$ cat src/rtl/int_fp_pkg.sv
// rtl/int_fp_pkg.sv - shared constants and types for the int8/fp16 divider
// Purpose: fp16 field widths, exponent bias, iteration counts and FSM state
//          encoding shared by the divider top and its datapath helper.
// Ports:   none (package).
package int_fp_pkg;

  localparam int FP_EXP_W  = 5;
  localparam int FP_FRAC_W = 10;
  localparam int FP_BIAS   = 15;

  localparam int INT_ITER  = 8;
  localparam int FP_ITER   = 12;

  // Magnitude bits of +/-infinity (exponent all ones, zero fraction).
  localparam logic [14:0] FP_INF_MAG = 15'h7C00;

  typedef enum logic [1:0] {
    IDLE = 2'd0,
    DIV  = 2'd1,
    NORM = 2'd2,
    DONE = 2'd3
  } state_t;

endpackage

$ cat src/rtl/div_restoring_step.sv
// rtl/div_restoring_step.sv - one restoring-division iteration (combinational)
// Purpose: shift the partial remainder left, bring in one numerator bit,
//          subtract the divisor when it fits and report the quotient bit.
// Ports:   i_rem     - current 13-bit partial remainder
//          i_divisor - 12-bit divisor
//          i_bit     - next numerator bit (MSB first)
//          o_rem     - next 13-bit partial remainder
//          o_q       - quotient bit produced by this iteration
module div_restoring_step (
  input  logic [12:0] i_rem,
  input  logic [11:0] i_divisor,
  input  logic        i_bit,
  output logic [12:0] o_rem,
  output logic        o_q
);

  logic [13:0] w_shift;
  logic [13:0] w_divisor;

  assign w_shift   = {i_rem, i_bit};
  assign w_divisor = {2'b00, i_divisor};

  assign o_q   = (w_shift >= w_divisor);
  // The remainder stays below the divisor, so 13 bits always hold the result.
  assign o_rem = o_q ? 13'(w_shift - w_divisor) : w_shift[12:0];

endmodule

$ cat src/rtl/int_fp_div.sv
// rtl/int_fp_div.sv - iterative int8 / fp16 divider with valid/ready handshake
// Purpose: restoring divider, one quotient bit per cycle; mode=1 divides fp16
//          values, mode=0 divides signed int8 values carried in bits [7:0].
// Ports:   clk, rst               - clock and synchronous active-high reset
//          in_valid / in_ready    - operand handshake (ready only in IDLE)
//          mode                   - 1 = fp16, 0 = int8
//          a, b                   - dividend, divisor
//          out_valid / out_ready  - result handshake
//          c, error               - quotient and error flag
module int_fp_div
  import int_fp_pkg::*;
(
  input  logic        clk,
  input  logic        rst,
  input  logic        in_valid,
  output logic        in_ready,
  input  logic        mode,
  input  logic [15:0] a,
  input  logic [15:0] b,
  output logic        out_valid,
  input  logic        out_ready,
  output logic [15:0] c,
  output logic        error
);

  state_t      r_state;
  logic        r_in_ready;
  logic        r_out_valid;
  logic [15:0] r_c;
  logic        r_error;

  logic        r_mode;
  logic        r_sign;
  logic        r_a_zero;
  logic        r_b_zero;
  logic [4:0]  r_ea;
  logic [4:0]  r_eb;
  logic [12:0] r_rem;
  logic [11:0] r_num;
  logic [11:0] r_div;
  logic [11:0] r_quo;
  logic [3:0]  r_cnt;

  // ---------------- operand preprocessing ----------------
  logic [7:0]  w_a_mag;
  logic [7:0]  w_b_mag;
  logic [12:0] w_rem_init;
  logic [11:0] w_num_init;
  logic [11:0] w_div_init;
  logic        w_sign_init;
  logic        w_b_zero_init;

  assign w_a_mag = a[7] ? (~a[7:0] + 8'd1) : a[7:0];
  assign w_b_mag = b[7] ? (~b[7:0] + 8'd1) : b[7:0];

  always_comb begin
    w_rem_init    = 13'd0;
    w_num_init    = 12'd0;
    w_div_init    = 12'd0;
    w_sign_init   = 1'b0;
    w_b_zero_init = 1'b0;
    if (mode) begin
      // Numerator is {1,a[9:0]} << 11. Its top 10 bits are preloaded as the
      // remainder (always below mb, which is >= 2^10), leaving 12 bits to
      // shift in: a[0] followed by eleven zeros.
      w_rem_init    = {3'b000, 1'b1, a[9:1]};
      w_num_init    = {a[0], 11'd0};
      w_div_init    = {1'b0, 1'b1, b[9:0]};
      w_sign_init   = a[15] ^ b[15];
      w_b_zero_init = (b[14:0] == 15'd0);
    end else begin
      w_num_init    = {w_a_mag, 4'd0};
      w_div_init    = {4'd0, w_b_mag};
      w_sign_init   = a[7] ^ b[7];
      w_b_zero_init = (b[7:0] == 8'd0);
    end
  end

  // ---------------- iteration datapath ----------------
  logic [12:0] w_rem_next;
  logic        w_q_bit;

  div_restoring_step u_step (
    .i_rem     (r_rem),
    .i_divisor (r_div),
    .i_bit     (r_num[11]),
    .o_rem     (w_rem_next),
    .o_q       (w_q_bit)
  );

  // ---------------- result post-processing ----------------
  logic signed [6:0] w_exp;
  logic [9:0]        w_frac;
  logic [15:0]       w_int_q;
  logic [15:0]       w_c_res;
  logic              w_err_res;

  // Quotient lies in [2^10, 2^12); a clear top bit costs one exponent step.
  assign w_exp   = 7'({2'b00, r_ea}) - 7'({2'b00, r_eb}) + 7'(FP_BIAS)
                   - {6'd0, ~r_quo[11]};
  assign w_frac  = r_quo[11] ? r_quo[10:1] : r_quo[9:0];
  assign w_int_q = {8'd0, r_quo[7:0]};

  always_comb begin
    w_c_res   = 16'd0;
    w_err_res = 1'b0;
    if (r_mode) begin
      if (r_b_zero) begin
        w_c_res   = {r_sign, FP_INF_MAG};
        w_err_res = 1'b1;
      end else if (r_a_zero) begin
        w_c_res   = {r_sign, 15'd0};
      end else if (w_exp >= 7'sd31) begin
        w_c_res   = {r_sign, FP_INF_MAG};
        w_err_res = 1'b1;
      end else if (w_exp <= 7'sd0) begin
        w_c_res   = {r_sign, 15'd0};
        w_err_res = 1'b1;
      end else begin
        w_c_res   = {r_sign, w_exp[FP_EXP_W-1:0], w_frac};
      end
    end else begin
      if (r_b_zero) begin
        w_err_res = 1'b1;
      end else begin
        w_c_res   = r_sign ? (16'd0 - w_int_q) : w_int_q;
      end
    end
  end

  // ---------------- control FSM ----------------
  always_ff @(posedge clk) begin
    if (rst) begin
      r_state     <= IDLE;
      r_in_ready  <= 1'b1;
      r_out_valid <= 1'b0;
      r_c         <= 16'd0;
      r_error     <= 1'b0;
      r_mode      <= 1'b0;
      r_sign      <= 1'b0;
      r_a_zero    <= 1'b0;
      r_b_zero    <= 1'b0;
      r_ea        <= 5'd0;
      r_eb        <= 5'd0;
      r_rem       <= 13'd0;
      r_num       <= 12'd0;
      r_div       <= 12'd0;
      r_quo       <= 12'd0;
      r_cnt       <= 4'd0;
    end else begin
      case (r_state)
        IDLE: begin
          if (in_valid) begin
            r_mode     <= mode;
            r_sign     <= w_sign_init;
            r_a_zero   <= (a[14:0] == 15'd0);
            r_b_zero   <= w_b_zero_init;
            r_ea       <= a[14:10];
            r_eb       <= b[14:10];
            r_rem      <= w_rem_init;
            r_num      <= w_num_init;
            r_div      <= w_div_init;
            r_quo      <= 12'd0;
            r_cnt      <= mode ? 4'(FP_ITER) : 4'(INT_ITER);
            r_in_ready <= 1'b0;
            r_state    <= DIV;
          end
        end
        DIV: begin
          r_rem <= w_rem_next;
          r_num <= {r_num[10:0], 1'b0};
          r_quo <= {r_quo[10:0], w_q_bit};
          r_cnt <= r_cnt - 4'd1;
          if (r_cnt == 4'd1) begin
            r_state <= NORM;
          end
        end
        NORM: begin
          r_c     <= w_c_res;
          r_error <= w_err_res;
          r_state <= DONE;
        end
        DONE: begin
          // c/error settle on entry; out_valid follows one cycle later so
          // latency is N+2 edges regardless of operand values.
          if (!r_out_valid) begin
            r_out_valid <= 1'b1;
          end else if (out_ready) begin
            r_out_valid <= 1'b0;
            r_in_ready  <= 1'b1;
            r_state     <= IDLE;
          end
        end
        default: r_state <= IDLE;
      endcase
    end
  end

  assign in_ready  = r_in_ready;
  assign out_valid = r_out_valid;
  assign c         = r_c;
  assign error     = r_error;

endmodule

$ cat config.mk
export PLATFORM = sky130hd
export DESIGN_NAME = int_fp_div
export DESIGN_NICKNAME = d
export VERILOG_FILES = /design/src/rtl/int_fp_pkg.sv /design/src/rtl/div_restoring_step.sv /design/src/rtl/int_fp_div.sv
export SDC_FILE = /design/constraint.sdc
export NUM_CORES = 1
export LEC_CHECK = 0
export CORE_MARGIN = 5
export CORE_UTILIZATION = 55
export DETAILED_ROUTE_END_ITERATION = 10
export GPL_TIMING_DRIVEN = 0
export PLACE_DENSITY = 0.78
export RECOVER_POWER = 25
export SYNTH_ARGS = -nofsm -noshare
export SYNTH_HDL_FRONTEND = slang
export SYNTH_HIERARCHICAL = 1
export SYNTH_SLANG_ARGS = --single-unit
$ cat constraint.sdc
create_clock -name clk -period 3.28 [get_ports clk]
set_input_delay 0.656 -clock clk [delete_from_list [all_inputs] [get_ports clk]]
set_output_delay 0.656 -clock clk [all_outputs]
set_load 0.01 [all_outputs]
Yosys cells after proc, flatten, opt, wreduce, memory -nomap -nowiden
Cells that the tools add are included.
W data, S select, Z words.
{"block": "classes", "order_cmp": 3, "n_addsub": 8, "eq_ne": 8, "bitwise_logic": 5, "n_reduce_logical": 10, "muxes": 42}
{"operator": "$mux W15", "count": 4}
{"operator": "$mux W16", "count": 3}
{"operator": "$pmux W12 S2", "count": 2}
{"operator": "$mux W12", "count": 3}
{"operator": "$logic_not A15 Y1", "count": 2}
{"operator": "$mux W13", "count": 2}
{"operator": "$pmux W13 S2", "count": 1}
{"operator": "$mux W10", "count": 2}
{"operator": "$add A8 B1 Y8 const B", "count": 2}
{"operator": "$mux W8", "count": 2}
{"operator": "$not A8 Y8", "count": 2}
{"operator": "$ge A14 B12 Y1", "count": 1}
{"operator": "$mux W1", "count": 13}
{"operator": "$sub A13 B12 Y13", "count": 1}
{"operator": "$mux W11", "count": 1}
{"operator": "$sub A1 B8 Y9 const A", "count": 1}
{"operator": "$logic_not A8 Y1", "count": 1}
{"operator": "$mux W2", "count": 4}
{"operator": "$ne A2 B2 Y1 const B", "count": 4}
{"operator": "$pmux W2 S4", "count": 1}
{"operator": "$pmux W4 S2", "count": 1}
{"operator": "$reduce_and A4 Y1", "count": 2}
{"operator": "$add A6 B5 Y7 const B", "count": 1}
{"operator": "$ge A7 B6 Y1 const B", "count": 1}
{"operator": "15 further kinds", "count": 19}
{"block": "word_totals", "word_cells": 92, "regBits": 88, "in_bits": 37, "output_inout_bits": 19}

Depth between registers and ports, before layout
{"block": "logic_depth", "word_depth": 9, "mapped_depth": 15, "ltp_nobuf": 14}

Modules after synthesis
The synthesis kept the hierarchy.
{"mod": "int_fp_div", "seq_area_each_um2": 1641.6, "cells_each": 541, "n_inst": 1, "area_per_inst_um2": 4367.9}
{"mod": "div_restoring_step", "seq_area_each_um2": 0.0, "cells_each": 109, "n_inst": 1, "area_per_inst_um2": 807.0}

Worst setup path before layout
Ideal clock, no wire load.
{"block": "synth_timing", "path_kind": "flip-flop to flip-flop", "start": "reg r_ea[0]", "end": "reg r_c[5], in the netlist c[5]", "stages_incl_launch_ff": 15, "synth_period_minus_slack_ps": 2934, "setup_ps": 137, "t_required_ps": 3143, "arrival_ps": 2797, "setup_slack_ps": 346, "n_path_buf": 1, "cell_sequence": "dfxtp_1 > inv_1 > ha_1 > inv_1 > fa_1 > inv_1 > ha_1 > ha_1 > nor3_1 > a21oi_1 > xor2_1 > or4_1 > nand4_2 > buf_6 > o221ai_1"}
{"block": "synth_via", "elab_chain_cells": 9, "word_cells_on_any_way": 10, "cone_classes": "3 x add/sub; 2 x order compare; 5 x mux"}
{"item": "from (decl)", "line_no": "int_fp_div.sv:36", "source": "logic [4:0] r_ea;"}
{"item": "from (signal assigned)", "line_no": "int_fp_div.sv:158", "source": "r_ea <= a[14:10];"}
{"item": "$sub A5 B5 Y6 *", "line_no": "int_fp_div.sv:99", "source": "assign w_exp = 7'({2'b00, r_ea}) - 7'({2'b00, r_eb}) + 7'(FP_BIAS)"}
{"item": "$add A6 B5 Y7 *", "line_no": "int_fp_div.sv:99"}
{"item": "$sub A7 B1 Y7 *", "line_no": "int_fp_div.sv:100", "source": "- {6'd0, ~r_quo[11]};"}
{"item": "$le A7 B1 Y1", "line_no": "int_fp_div.sv:116", "source": "end else if (w_exp <= 7'sd0) begin"}
{"item": "$mux W15", "line_no": "int_fp_div.sv:116"}
{"item": "$mux W15 *", "line_no": "int_fp_div.sv:113", "source": "end else if (w_exp >= 7'sd31) begin"}
{"item": "$mux W15 *", "line_no": "int_fp_div.sv:111", "source": "end else if (r_a_zero) begin"}
{"item": "$mux W15 *", "line_no": "int_fp_div.sv:108", "source": "if (r_b_zero) begin"}
{"item": "$mux W16 *", "line_no": "int_fp_div.sv:107", "source": "if (r_mode) begin"}
{"item": "to (signal assigned)", "line_no": "int_fp_div.sv:179", "source": "r_c <= w_c_res;"}
{"item": "to (decl)", "line_no": "int_fp_div.sv:29", "source": "logic [15:0] r_c;"}
Every way passes the cells marked *; elsewhere a longest branch is shown, timed or not.
A chain may end at the register's enable or synchronous reset.

Worst setup path in the final report
{"block": "layout_timing", "start": "reg r_ea[0]", "end": "reg r_c[6], in the netlist c[6]"}
The elaborated chain is that of the path after synthesis.

==> run metrics <==
status finished clean; Worst Setup End Kind flip-flop; Avg Vias per Cell 6.13; grt ovf 0; gate count after technology mapping 650; Synth top area share roughly a third; DP Worst Slack about 6.5 ps; synth-to-layout area growth 18.0%; Tot Pwr just under 0.006 W; first-pass GRT wire length between 20000 and 25000 um; most frequent cells after synthesis dfxtp_1 (82), nor2_1 (81), nand2_1 (64); Distinct cells, synth between 60 and 70; Antenna Cells 0; Core Rows 35; vias in the first global route around 4.8k; final setup margin around 83 ps; via count approximately 5.1k; power density cells around 980 nW/um^2; CTS sink count 82; worst-margin pin slew ~870 ps; num ports 56; Fin. Hold Viols 0; gpl congestion approximately 0.90; max-slew violations 0; HPWL Detailed 10600 um; CTS Buffer Depth 2; die height between 100 and 150 um; DRC viols 0; Post-synth EDFFs 0; Detailed Routing Iterations Pass 1 5; Worst Setup EP c[6]; Mapped Nets 719; Startpoint Class flip-flop; crit path kind reg -> reg; Final ANT Viol Nets 0; register area share after synthesis between 30% and 40%; max-cap check violation count 0; cts bufs inserted 9; htree depth 3; CTS tree built; mapped cell area slightly above 5000 sq um; period utilisation layout ~97%; Slew headroom 41.8%; worst path required time approximately 3500 ps; Die ar. 11400 sq um; peak supply drop about 0.56 mV; Min-Delay Path Class reg -> reg; die width 107 um; placed inst area about 6000 sq um; Clock Latency Late Sink 360 ps; Reg clk slew, reported paths roughly 90 ps; wire length per cell roughly 17 um; initial antenna violation count 0; Avg Cell Area, Syn about 8 sq um; Critical Path AT about 3400 ps; fmax 0.313 GHz; Synth area leader dfxtp_1; Pleak 2.37 nW; WL final about 14000 um; most numerous cell in the Yosys netlist dfxtp_1; design area 6110 sq um; Post-CTS Hold Fix Bufs 0; initial DRC count 325; Setup Skew ~15 ps; crit path from r_ea[0]; yosys warns 6; Worst R2R Path Depth 14; Reg2Reg Setup Slack about 83 ps; Starting Density ~56%; GRT Util Overall ~25%; crit-path max FO 10; core area just over 9000 sq um; Root Driver clkbuf_8; Port Buffers 55; Area contributors post-synth dfxtp_1 (32%), ha_1 (7.3%), nor2_1 (5.9%); Nets 786; share of layout cells above drive strength 1 around 8.0%; Synth Register Bits 82; Post-synth top flop dfxtp_1; FF-to-FF End c[6]; reg-to-reg critical path startpoint r_ea[0]; min Tclk post-route 3200 ps; Finish-stage setup viols 0; ys async rst share 0%; largest net degree at the start of global routing 14
[state kept, by name, indices dropped and copies added (netlist names), 4 cells and up]
register,cells
r_div,10
r_eb,5
r_num,8
r_quo,12
r_cnt,4
r_ea,5
r_rem,13
c,16
[kinds of logic after synthesis]
group | after synthesis | share of synthesized area [%]
muxes | 17 | 3.65
xor gates and xnor gates | 29 | 5.05
and+or+nand+nor | 233 | 20.7
AOI/OAI and AO/OA | 177 | 24.5
other | 1 | 0.0725
DFF | 82 | 31.7
buffers and inverters | 79 | 6.33
adders and majority gates | 32 | 8.03
[layout by cell type (no fill, tap or decap), drive strengths merged, types with 4 or more instances in the layout]
| cell type | n |
|---|---|
| nand2b | 7 |
| a21oi | 51 |
| a211oi | 11 |
| o21ai | 21 |
| a221oi | 15 |
| mux2i | 8 |
| nor2b | 8 |
| mux2 | 9 |
| dfxtp | 82 |
| nor3 | 28 |
| a311oi | 4 |
| o21bai | 7 |
| o221a | 5 |
| or3 | 9 |
| clkdlybuf4s50 | 36 |
| a22oi | 17 |
| xor2 | 9 |
| o21a | 5 |
| clkbuf | 40 |
| dlygate4sd3 | 19 |
| nand3 | 16 |
| xnor2 | 20 |
| a31oi | 7 |
| a21o | 5 |
| inv | 41 |
| nor2 | 83 |
| nand2 | 64 |
| buf | 9 |
| ha | 30 |
| o31ai | 10 |
[metal layers]
| layer | global-route usage, % | share of wire, % | up-vias |
|---|---|---|---|
| li1 | - | - | 2446 |
| met1 | 34.8 | 46 | 2422 |
| met5 | 0 | 0 | - |
| met4 | 7.76 | 1.8 | 0 |
| met2 | 38.9 | 46 | 204 |
| met3 | 4.09 | 6.6 | 24 |
[where the power goes]
| group | switching, W | leakage (nW) | internal, W |
|---|---|---|---|
| Combinational | 0.00224 | 1.61 | 0.00157 |
| Clock | 0.000381 | 0.0921 | 0.000347 |
| Sequential | 0.000177 | 0.670 | 0.00124 |
| Total | 0.00280 | 2.37 | 0.00316 |
[worst max-delay path, stage by stage (launching register included)]
cell and delay [ps]:
dfxtp_1 320, inv_1 60, ha_2 190, inv_1 70
fa_2 590, inv_1 70, ha_1 240, ha_2 220
nor3_2 160, a21oi_1 70, xor2_1 190, or4_4 520
nand4_4 100, buf_6 150, o221ai_1 120
[through the flow]
stage / setup TNS (ps) / util, % / hold slack [ps] / cells
after floorplan: 0 / - / 432 / 650
after global placement: 0 / 63.8 / 441 / 816
after detailed placement: 0 / 63.8 / 445 / 816
after CTS: 0 / 65.8 / 455 / 831
after global routing: -184 / 66.4 / 489 / 832
final: 0 / 66.4 / 458 / 832
[area by class of cell]
class / instances / area, sq um
Inverter: 41 / 161
Timing Repair Buffer: 56 / 558
Clock inverter: 5 / 56.3
Multi-Input combinational cell: 489 / 3260
Clock buffer: 10 / 128
Fill cell: 813 / 3090
Sequential cell: 82 / 1640
Buffer: 38 / 166
Tap cell: 111 / 139
[how the worst min path moves through the flow]
stage / cells after the start / endpoint / slack (ps) / start
2_1_floorplan: 2 / r_div[7] / 430 / r_div[7]
3_3_place_gp: 2 / r_div[7] / 440 / r_div[7]
3_5_place_dp: 2 / r_div[7] / 440 / r_div[7]
4_1_cts: 2 / r_div[7] / 450 / r_div[7]
5_1_grt: 2 / r_eb[0] / 490 / r_eb[0]
6_report: 2 / r_div[7] / 460 / r_div[7]
[timing repair]
| item | 4_1_cts | 5_1_grt |
|---|---|---|
| endpoints found under the setup margin | 0 | 16 |
| setup buffers | 0 | 1 |
| gates resized for setup | 0 | 9 |
Power figures use the tool's default switching activity.
